**config.mk**
```make
export PLATFORM = sky130hd
export DESIGN_NAME = alu_issue
export DESIGN_NICKNAME = d
export VERILOG_FILES = /design/src/rtl/alu_issue.sv
export SDC_FILE = /design/constraint.sdc
export NUM_CORES = 1
export LEC_CHECK = 0
export ABC_AREA = 1
export BUFFER_PORTS_ARGS = -buffer_cell sky130_fd_sc_hd__buf_2
export CAP_MARGIN = 40
export CORE_MARGIN = 2
export CORE_UTILIZATION = 52
export CTS_CLUSTER_DIAMETER = 100
export DETAILED_ROUTE_END_ITERATION = 8
export GPL_TIMING_DRIVEN = 0
export HOLD_SLACK_MARGIN = 0.12
export PLACE_DENSITY_LB_ADDON = 0.2
export SLEW_MARGIN = 25
export SYNTH_ARGS = -nofsm -noshare
export SYNTH_HDL_FRONTEND = slang
export SYNTH_SLANG_ARGS = --single-unit
```
**constraint.sdc**
```tcl
create_clock -name clk -period 3 [get_ports clk]
set_input_delay 0.45 -clock clk [delete_from_list [all_inputs] [get_ports clk]]
set_output_delay 0.45 -clock clk [all_outputs]
set_load 0.005 [all_outputs]
```
**src/rtl/alu_issue.sv**
```systemverilog
// alu_issue: RV32I decode-and-issue stage feeding the integer ALU over valid/ready.
// Optional macro ALU_ISSUE_SKID_EN selects a two-entry skid buffer instead of a single register.
`default_nettype none

module alu_issue #(
  parameter int XLEN = 32
) (
  input  logic            clk,
  input  logic            rst_n,
  input  logic            flush,
  input  logic            in_valid,
  output logic            in_ready,
  input  logic [XLEN-1:0] in_instr,
  input  logic [XLEN-1:0] in_rs1,
  input  logic [XLEN-1:0] in_rs2,
  input  logic [XLEN-1:0] in_pc,
  output logic            out_valid,
  input  logic            out_ready,
  output logic [3:0]      alu_control,
  output logic [XLEN-1:0] alu_d1,
  output logic [XLEN-1:0] alu_d2,
  output logic            out_illegal,
  output logic [31:0]     issue_count
);

  localparam logic [3:0] ALU_ADD  = 4'b0000;
  localparam logic [3:0] ALU_SUB  = 4'b0001;
  localparam logic [3:0] ALU_SLT  = 4'b0010;
  localparam logic [3:0] ALU_SLTU = 4'b0011;
  localparam logic [3:0] ALU_SLL  = 4'b0101;
  localparam logic [3:0] ALU_SRL  = 4'b0110;
  localparam logic [3:0] ALU_SRA  = 4'b0111;
  localparam logic [3:0] ALU_AND  = 4'b1000;
  localparam logic [3:0] ALU_OR   = 4'b1001;
  localparam logic [3:0] ALU_XOR  = 4'b1010;

  localparam logic [6:0] OPC_OP     = 7'b0110011;
  localparam logic [6:0] OPC_OPIMM  = 7'b0010011;
  localparam logic [6:0] OPC_LUI    = 7'b0110111;
  localparam logic [6:0] OPC_AUIPC  = 7'b0010111;
  localparam logic [6:0] OPC_LOAD   = 7'b0000011;
  localparam logic [6:0] OPC_STORE  = 7'b0100011;
  localparam logic [6:0] OPC_BRANCH = 7'b1100011;
  localparam logic [6:0] OPC_JAL    = 7'b1101111;
  localparam logic [6:0] OPC_JALR   = 7'b1100111;

  localparam logic [6:0] F7_BASE = 7'b0000000;
  localparam logic [6:0] F7_ALT  = 7'b0100000;

  typedef struct packed {
    logic            ill;
    logic [3:0]      ctrl;
    logic [XLEN-1:0] d1;
    logic [XLEN-1:0] d2;
  } entry_t;

  // Register-register and register-immediate forms share the funct3 mapping.
  function automatic logic [3:0] f3_ctrl(input logic [2:0] f3);
    case (f3)
      3'b000:  f3_ctrl = ALU_ADD;
      3'b001:  f3_ctrl = ALU_SLL;
      3'b010:  f3_ctrl = ALU_SLT;
      3'b011:  f3_ctrl = ALU_SLTU;
      3'b100:  f3_ctrl = ALU_XOR;
      3'b101:  f3_ctrl = ALU_SRL;
      3'b110:  f3_ctrl = ALU_OR;
      default: f3_ctrl = ALU_AND;
    endcase
  endfunction

  logic [6:0]      opcode;
  logic [2:0]      funct3;
  logic [6:0]      funct7;
  logic [XLEN-1:0] imm_i;
  logic [XLEN-1:0] imm_s;
  logic [XLEN-1:0] imm_u;
  logic [XLEN-1:0] shamt;
  logic            unused_rs1_field;
  entry_t          dec;

  assign opcode = in_instr[6:0];
  assign funct3 = in_instr[14:12];
  assign funct7 = in_instr[31:25];
  assign imm_i  = {{(XLEN-12){in_instr[31]}}, in_instr[31:20]};
  assign imm_s  = {{(XLEN-12){in_instr[31]}}, in_instr[31:25], in_instr[11:7]};
  assign imm_u  = {in_instr[31:12], 12'b0};
  assign shamt  = {{(XLEN-5){1'b0}}, in_instr[24:20]};
  assign unused_rs1_field = ^in_instr[19:15];

  always_comb begin
    dec = '0;
    case (opcode)
      OPC_OP: begin
        dec.d1 = in_rs1;
        dec.d2 = in_rs2;
        if (funct7 == F7_BASE)                         dec.ctrl = f3_ctrl(funct3);
        else if (funct7 == F7_ALT && funct3 == 3'b000) dec.ctrl = ALU_SUB;
        else if (funct7 == F7_ALT && funct3 == 3'b101) dec.ctrl = ALU_SRA;
        else                                           dec.ill  = 1'b1;
      end
      OPC_OPIMM: begin
        dec.d1 = in_rs1;
        if (funct3 == 3'b001 || funct3 == 3'b101) begin
          dec.d2 = shamt;
          if (funct7 == F7_BASE)                         dec.ctrl = f3_ctrl(funct3);
          else if (funct7 == F7_ALT && funct3 == 3'b101) dec.ctrl = ALU_SRA;
          else                                           dec.ill  = 1'b1;
        end else begin
          dec.d2   = imm_i;
          dec.ctrl = f3_ctrl(funct3);
        end
      end
      OPC_LUI: dec.d2 = imm_u;
      OPC_AUIPC: begin
        dec.d1 = in_pc;
        dec.d2 = imm_u;
      end
      OPC_LOAD: begin
        dec.d1 = in_rs1;
        dec.d2 = imm_i;
      end
      OPC_STORE: begin
        dec.d1 = in_rs1;
        dec.d2 = imm_s;
      end
      OPC_BRANCH: begin
        dec.d1 = in_rs1;
        dec.d2 = in_rs2;
        case (funct3[2:1])
          2'b00:   dec.ctrl = ALU_SUB;
          2'b10:   dec.ctrl = ALU_SLT;
          2'b11:   dec.ctrl = ALU_SLTU;
          default: dec.ill  = 1'b1;
        endcase
      end
      OPC_JAL, OPC_JALR: begin
        dec.d1 = in_pc;
        dec.d2 = XLEN'(4);
      end
      default: dec.ill = 1'b1;
    endcase
    // Illegal entries carry no operands so the ALU sees a harmless ADD of zeros.
    if (dec.ill) begin
      dec.ctrl = ALU_ADD;
      dec.d1   = '0;
      dec.d2   = '0;
    end
  end

  entry_t      out_q, out_d;
  logic        out_valid_q, out_valid_d;
  logic [31:0] count_q, count_d;
  logic        accept;
  logic        consume;

  assign accept  = in_valid && in_ready;
  assign consume = out_valid_q && out_ready;
  assign count_d = count_q + 32'(consume);

`ifdef ALU_ISSUE_SKID_EN
  entry_t skid_q, skid_d;
  logic   skid_valid_q, skid_valid_d;
  logic   rdy_q, rdy_d;

  assign in_ready = rdy_q && !flush;

  always_comb begin
    out_d        = out_q;
    out_valid_d  = out_valid_q;
    skid_d       = skid_q;
    skid_valid_d = skid_valid_q;
    if (flush) begin
      out_valid_d  = 1'b0;
      skid_valid_d = 1'b0;
    end else if (consume || !out_valid_q) begin
      // Output slot frees up: the older skid entry moves forward first.
      if (skid_valid_q) begin
        out_d       = skid_q;
        out_valid_d = 1'b1;
      end else if (accept) begin
        out_d       = dec;
        out_valid_d = 1'b1;
      end else begin
        out_valid_d = 1'b0;
      end
      skid_valid_d = 1'b0;
    end else if (accept) begin
      skid_d       = dec;
      skid_valid_d = 1'b1;
    end
    rdy_d = !(out_valid_d && skid_valid_d);
  end

  always_ff @(posedge clk or negedge rst_n) begin
    if (!rst_n) begin
      skid_q       <= '0;
      skid_valid_q <= 1'b0;
      rdy_q        <= 1'b1;
    end else begin
      skid_q       <= skid_d;
      skid_valid_q <= skid_valid_d;
      rdy_q        <= rdy_d;
    end
  end
`else
  assign in_ready = !flush && (!out_valid_q || out_ready);

  always_comb begin
    out_d       = out_q;
    out_valid_d = out_valid_q;
    if (flush) begin
      out_valid_d = 1'b0;
    end else if (accept) begin
      out_d       = dec;
      out_valid_d = 1'b1;
    end else if (consume) begin
      out_valid_d = 1'b0;
    end
  end
`endif

  always_ff @(posedge clk or negedge rst_n) begin
    if (!rst_n) begin
      out_q       <= '0;
      out_valid_q <= 1'b0;
      count_q     <= '0;
    end else begin
      out_q       <= out_d;
      out_valid_q <= out_valid_d;
      count_q     <= count_d;
    end
  end

  assign out_valid   = out_valid_q;
  assign alu_control = out_q.ctrl;
  assign alu_d1      = out_q.d1;
  assign alu_d2      = out_q.d2;
  assign out_illegal = out_q.ill;
  assign issue_count = count_q;

endmodule

`default_nettype wire

```
==> results of run 1 <==
[per-stage QoR]
stage               utilization, %  total power [mW]
CTS                           68.9              2.65
floorplan                        -              1.61
global route                  68.9              2.75
detailed placement            67.0              1.83
finish                        68.9              2.63
global placement              66.7              1.81
[critical path: stages (launching register included)]
cell and delay [ns]:
dfrtp_1 0.40, inv_1 0.06, nor2_1 0.05, nor3_1 0.56
clkinv_1 0.43, clkbuf_1 0.32, clkbuf_1 0.31, nand2_1 0.13
nand2_1 0.05
[Yosys cell counts]
library cell / count / area share (%)
a21oi_1: 6 / 0.54
nand3_1: 56 / 5.0
dfrtp_1: 102 / 46
inv_2: 2 / 0.13
nand4_1: 23 / 2.6
and2_1: 1 / 0.11
nor3_1: 15 / 1.3
o211ai_1: 1 / 0.13
buf_2: 14 / 1.3
o21ai_0: 8 / 0.72
inv_1: 70 / 4.7
o21ai_1: 40 / 3.6
buf_6: 2 / 0.40
clkinv_1: 1 / 0.067
buf_4: 2 / 0.27
ha_1: 5 / 1.1
nor4_1: 4 / 0.45
a211oi_1: 1 / 0.13
nand2_1: 315 / 21
a21oi_2: 1 / 0.16
nor2_1: 45 / 3.0
xnor2_1: 11 / 1.7
nor2_4: 1 / 0.20
nor2_2: 4 / 0.45
clkbuf_1: 13 / 0.87
xor2_1: 19 / 3.0
nand3_2: 4 / 0.72
o21ai_2: 2 / 0.31
[cell usage in the layout (no fill, tap or decap), types with 2 or more instances in the layout]
master,instances
a21oi_1,6
buf_2,247
buf_4,2
buf_6,3
clkbuf_1,14
clkbuf_8,10
clkinv_4,2
dfrtp_1,102
ha_1,5
inv_1,70
inv_2,2
nand2_1,315
nand3_1,56
nand3_2,4
nand4_1,23
nor2_1,45
nor2_2,4
nor3_1,15
nor4_1,4
o21ai_0,8
o21ai_1,40
o21ai_2,2
xnor2_1,11
xor2_1,19
[repair_timing]
item	4_1_cts	5_1_grt
setup buffers	0	0
endpoints found under the hold margin	37	0
hold buffers	1	0
[area by class of cell]
| cell class | count | area (um^2) |
|---|---|---|
| fillers | 967 | 3220 |
| well taps | 136 | 170 |
| flip-flops and latches | 102 | 2550 |
| clock inverters | 5 | 42.5 |
| plain buffers | 31 | 156 |
| repair buffers | 236 | 1210 |
| multi-input cells | 562 | 2590 |
| inverters | 73 | 274 |
| clock buffers | 11 | 141 |
[power groups by stage]
stage,combinational (mW),sequential (mW),clock [mW]
after global placement,0.322,1.49,0
after CTS,0.340,1.46,0.849
final,0.337,1.46,0.827
after detailed placement,0.340,1.49,0
after floorplan,0.124,1.49,0
after global routing,0.381,1.47,0.895
[sequential cells by signal, summed over array words and instances (netlist names)]
name / flops
alu_d1: 32
out_illegal: 1
alu_control: 4
issue_count: 32
alu_d2: 32
out_valid: 1
[metal layers]
| metal | vias up | track usage, % |
|---|---|---|
| li1 | 2916 | - |
| met1 | 2599 | 36.7 |
| met2 | 251 | 45.5 |
| met3 | 34 | 5.81 |
| met4 | 0 | 8.79 |
| met5 | - | 0 |
[worst paths after layout]
path | end | slack (ns) | start | depth (start not counted)
worst max register to register | alu_d2[23]$_DFFE_PN0P_ | 0.59 | out_valid$_DFFE_PN0P_ | 8
worst min register to register | issue_count[31]$_DFF_PN0_ | 0.48 | issue_count[31]$_DFF_PN0_ | 1
max in group asynchronous | alu_d1[7]$_DFFE_PN0P_ | 1.83 | rst_n | 3
worst max-delay path | alu_d2[23]$_DFFE_PN0P_ | 0.59 | out_valid$_DFFE_PN0P_ | 8
min in group asynchronous | issue_count[5]$_DFF_PN0_ | 0.53 | rst_n | 2
worst min-delay path | out_valid$_DFFE_PN0P_ | 0.25 | flush | 2
[cell families after synthesis]
group	Yosys count
compound gates	59
xor+xnor	30
fa+ha+maj	5
buf+inv	104
flops	102
simple gates	468
==> run metrics, run 1 <==
Sequential Power Share=55.7%; Max Used Layer=met4; die height=between 100 and 150 um; number of core rows=37; CORE AREA=between 0.01 and 0.015 mm^2; total congestion overflow=0; largest net degree at the start of global routing=between 60 and 70; Synth Area in Compound Gates=5.59%; synthesis-to-layout area growth=28.1%; CTS clock-pin slew for the worst setup and hold paths=about 0.09 ns; internal power=about 1.9 mW; clock root cell=clkbuf_8; routed length per placed instance=between 10 and 15 um; CTS tree=built; layout cell share with drive strength beyond 1=27.6%; Syn. warnings=0; PostCTS Resize Cnt=0; CP Class=reg -> reg; WP data arrival=around 2.7 ns; WL met3=1270 um; Critical Path Start Type=flop; setup TNS=0 ns; worst setup margin=roughly 0.59 ns; Via density=around 5; NumNets Final=1153; Hold Worst Slack=0.254 ns; min Tclk post-route=2.41 ns; Via Count=between 5000 and 6000; clk_skew=0.0133 ns; H-tree depth=3; # DRC=0; first-pass GRT wire length=around 25000 um; post-synthesis simple-gate area fraction=35.1%; mux share of post-synthesis cell area=0%; CTS buffer count=9; met2 wire length=roughly 7600 um; largest family of logic cells by synthesized area=simple AND/OR/NAND/NOR gates; area of all placed cells without fillers=a little over 0.007 mm^2; Final ANT Viol Nets=0; fin crit share=80.5%; GP Congestion=0.934; Max clock buf depth=2; Syn Nets=just over 900; power density over cell area=368 mW/mm^2; initial antenna violation count=0; full die area=about 0.012 mm^2; I/O pin count=about 240; worst slack at placement=approximately 0.38 ns; placement-stage cell area=a little under 0.007 mm^2; Setup crit end kind=flop; reported net switching power=0.727 mW; Clock Power Share=roughly a third; Yosys reg bits=102; # diodes=0; Slew headroom=just over 50%; sequential area share after synthesis=45.8%; non-filler cells, final=~1200; max cap viols=0; Worst VDD drop=approximately 0.31 mV; Clock Sinks=102; final setup violation count=0; post-synthesis xor/xnor area fraction=4.71%; dpl cells=between 1000 and 1500; Synth Area in Adders=1.12%; syn_area_per_cell=between 7 and 8 um^2; Sw Share=between 20 and 30%; Port Buffer Count=about 230; gr usage total=27.7%; Syn Std Cell Area=between 0.005 and 0.006 mm^2; Initial Util=approximately 54%; Final Slew Violations=0; synth unique cells=28; Syn Inst Count=between 700 and 800; status=finished, final reports clean; Comb pwr share=roughly an eighth; Least-Margin Pin Slew=approximately 0.72 ns; WP data required=~3.3 ns; drt pass-1 iters=5; maximum fanout along the worst path=10; Skew-Pair Late Insertion Delay=approximately 0.37 ns; Min-Delay Path Class=in -> reg; vias in the first global route=around 5400; Routed Wire Length=~16000 um; Max Fclk=414 MHz; initial DRC count=between 500 and 600; RSZ-0062 raised after global routing=no; M1 wire length=6610 um; Leakage=slightly above 4 nW; Fin. Hold Viols=0; HPWL after DPL=approximately 12000 um; die width=between 100 and 150 um
Power figures use the tool's default switching activity.
==> run 2: changes to the inputs <==
--- a/config.mk
+++ b/config.mk
@@ -9,7 +9,7 @@
 export BUFFER_PORTS_ARGS = -buffer_cell sky130_fd_sc_hd__buf_2
 export CAP_MARGIN = 40
 export CORE_MARGIN = 2
-export CORE_UTILIZATION = 52
+export CORE_UTILIZATION = 44
 export CTS_CLUSTER_DIAMETER = 100
 export DETAILED_ROUTE_END_ITERATION = 8
 export GPL_TIMING_DRIVEN = 0
==> constraint.sdc (replaced) <==
create_clock -name clk -period 2.1 [get_ports clk]
set_input_delay 0.315 -clock clk [delete_from_list [all_inputs] [get_ports clk]]
set_output_delay 0.315 -clock clk [all_outputs]
set_load 0.005 [all_outputs]
==> run 2 against run 1 <==
Effect of this change: sequential share of layout area decreased by 1.0 points; combinational power grew 44%; highest routed layer unchanged; core utilization is 10 points lower; setup slack worse by 0.40 ns; first-iteration DRC count decreased by 16%.
==> run metrics, run 2 (synthesis gave the netlist of run 1 again) <==
status=finished, final reports clean (unchanged); Routed Wire Length=16600 um (was 15800 um); Multi-input gate area=0.00261 mm^2 (was 0.00259 mm^2); FILL cells=1315 (was 967); gr usage total=24.5% (was 27.7%); vias in the first global route=5263 (was 5409); HPWL after DPL=12800 um (was 12500 um); synthesis-to-layout area growth=32.0% (was 28.1%); Clock Sinks=102 (unchanged); r2r endpoint=issue_count[28]$_DFF_PN0_ (was alu_d2[23]$_DFFE_PN0P_); clock root cell=clkbuf_16 (was clkbuf_8); drt pass-1 iters=5 (unchanged); H-tree depth=3 (unchanged); Least-Margin Pin Slew=0.726 ns (was 0.718 ns); min Tclk post-route=1.91 ns (was 2.41 ns); R2R depth=8 (unchanged); Final Slew Violations=0 (unchanged); Initial Util=44.6% (was 53.8%); Fin. Hold Viols=0 (unchanged); most common cell after layout, fill and taps aside=nand2_1 (unchanged); most used cells in the layout excluding fill and tap cells=nand2_1 (314), buf_2 (247), dfrtp_1 (102), inv_1 (70), nand3_1 (56) (was nand2_1 (315), buf_2 (247), dfrtp_1 (102), inv_1 (70), nand3_1 (56)); placement-stage cell area=0.00700 mm^2 (was 0.00695 mm^2); WP data arrival=2.14 ns (was 2.67 ns); CTS clock-pin slew for the worst setup and hold paths=0.07 ns (was 0.09 ns); largest net degree at the start of global routing=64 (was 66); Hold Path Depth=2 (unchanged); NumNets Final=1153 (unchanged); Setup crit end kind=flop (unchanged); # DRC=0 (unchanged); clk_skew=0.00920 ns (was 0.0133 ns); Min-Delay Path Class=in -> reg (unchanged); Slew headroom=51.2% (was 51.7%); Critical Path Start Type=flop (unchanged); full die area=0.0136 mm^2 (was 0.0116 mm^2); first-pass GRT wire length=25900 um (was 25400 um); layout cell share with drive strength beyond 1=28.1% (was 27.6%); initial antenna violation count=1 (was 0); I/O pin count=236 (unchanged); post-CTS setup buffer count=0 (unchanged); Port Buffer Count=234 (unchanged); WP data required=2.33 ns (was 3.26 ns); number of core rows=41 (was 37); maximum fanout along the worst path=3 (was 10); RSZ-0062 raised after global routing=no (unchanged); final setup violation count=0 (unchanged); Hold Path Origin=flush (unchanged); fin crit share=91.2% (was 80.5%); GP Congestion=0.914 (was 0.934); routed length per placed instance=13.9 um (was 13.7 um); Max Fclk=522 MHz (was 414 MHz); CTS buffer count=9 (unchanged); die height=117 um (was 108 um); Via density=4.83 (was 5.02); power density over cell area=601 mW/mm^2 (was 368 mW/mm^2); initial DRC count=435 (was 519); CTS tree=built (unchanged); die width=117 um (was 108 um); Skew-Pair Late Insertion Delay=0.35 ns (was 0.37 ns); Leakage=4.17 nW (was 4.09 nW); R2R Path Start=out_valid$_DFFE_PN0P_ (unchanged); worst slack at placement=-0.319 ns (was 0.382 ns); Worst VDD drop=0.394 mV (was 0.312 mV); Hold Worst Slack=0.170 ns (was 0.254 ns); Max clock buf depth=2 (unchanged); area of all placed cells without fillers=0.00736 mm^2 (was 0.00715 mm^2); worst setup margin=0.185 ns (was 0.586 ns); reg-to-reg setup timing slack=0.19 ns (was 0.59 ns); CORE AREA=0.0125 mm^2 (was 0.0104 mm^2); Via Count=5767 (was 5800); Final ANT Viol Nets=0 (unchanged); flip-flop and latch area=0.00255 mm^2 (unchanged); total congestion overflow=0 (unchanged); max cap viols=0 (unchanged); CP Class=reg -> reg (unchanged); WHS Endpoint=out_valid$_DFFE_PN0P_ (unchanged)
## run 2: changes by cell type in the layout (fill, tap and decap cells not counted), moves of 2 or more
cell,before,now
clkbuf_16,0,9
clkbuf_8,10,1
bufinv_16,0,2
clkinv_4,2,0
nor3_1,15,13
## run 2: metrics by stage
| stage | utilization [%] | power (mW) | setup TNS, ns | cells |
|---|---|---|---|---|
| 2_1_floorplan | - | 2.31 | 0 | 768 |
| 3_3_place_gp | 55.6 | 2.60 | -45.68 | 1174 |
| 3_5_place_dp | 55.9 | 2.62 | -3.84 | 1175 |
| 4_1_cts | 58.7 | 4.48 | 0 | 1192 |
| 5_1_grt | 58.8 | 4.63 | 0 | 1192 |
| 6_report | 58.8 | 4.43 | 0 | 1193 |
## run 2: routing by layer
| layer | wire length [um] | GRT usage (%) | vias to the layer above | part of all wire (%) |
|---|---|---|---|---|
| met5 | 0 | 0 | - | 0 |
| met4 | 308 | 8.08 | 0 | 1.9 |
| met3 | 1270 | 5.45 | 20 | 7.7 |
| met2 | 7690 | 39.5 | 228 | 46 |
| met1 | 7300 | 33.1 | 2599 | 44 |
| li1 | - | - | 2920 | - |
## run 2: layout make-up
type                            instances  share of cell area [%]
Buffer                                 31                    2.14
Multi-Input combinational cell        562                    35.5
Timing Repair Buffer                  236                    16.5
Sequential cell                       102                    34.7
Antenna cell                            1                  0.0340
Inverter                               73                    3.74
Clock inverter                          5                    1.21
Tap cell                              172                    2.92
Clock buffer                           11                    3.30
## run 2: worst max path at each step
stage | endpoint | start | depth (start not counted) | slack (ns)
floorplan | issue_count[22]$_DFF_PN0_ | out_valid$_DFFE_PN0P_ | 10 | 0.34
finish | issue_count[28]$_DFF_PN0_ | out_valid$_DFFE_PN0P_ | 8 | 0.19
detailed placement | alu_d2[26]$_DFFE_PN0P_ | in_valid | 8 | -0.32
global route | issue_count[28]$_DFF_PN0_ | out_valid$_DFFE_PN0P_ | 8 | 0.02
CTS | alu_d2[20]$_DFFE_PN0P_ | out_valid$_DFFE_PN0P_ | 8 | 0.07
global placement | alu_d1[11]$_DFFE_PN0P_ | rst_n | 1 | -0.43
## run 2: timing repair
action                     4_1_cts  5_1_grt
setup endpoints to repair       54       15
hold endpoints to repair        39        0
hold buffers                     1        0
resized for setup                2        5
## run 2: power breakdown
part / total, mW / switching, mW / internal, mW
clock: 1.85 / 0.753 / 1.10
sequential: 2.09 / 0.0628 / 2.03
combinational: 0.485 / 0.277 / 0.209
## run 2: critical path: stages, from the launching register on
cell	delay (ns)
dfrtp_1	0.36
nand2_1	0.06
inv_1	0.05
ha_1	0.15
ha_1	0.21
nand3_1	0.13
nor4_1	0.51
nand3_1	0.17
xnor2_1	0.16
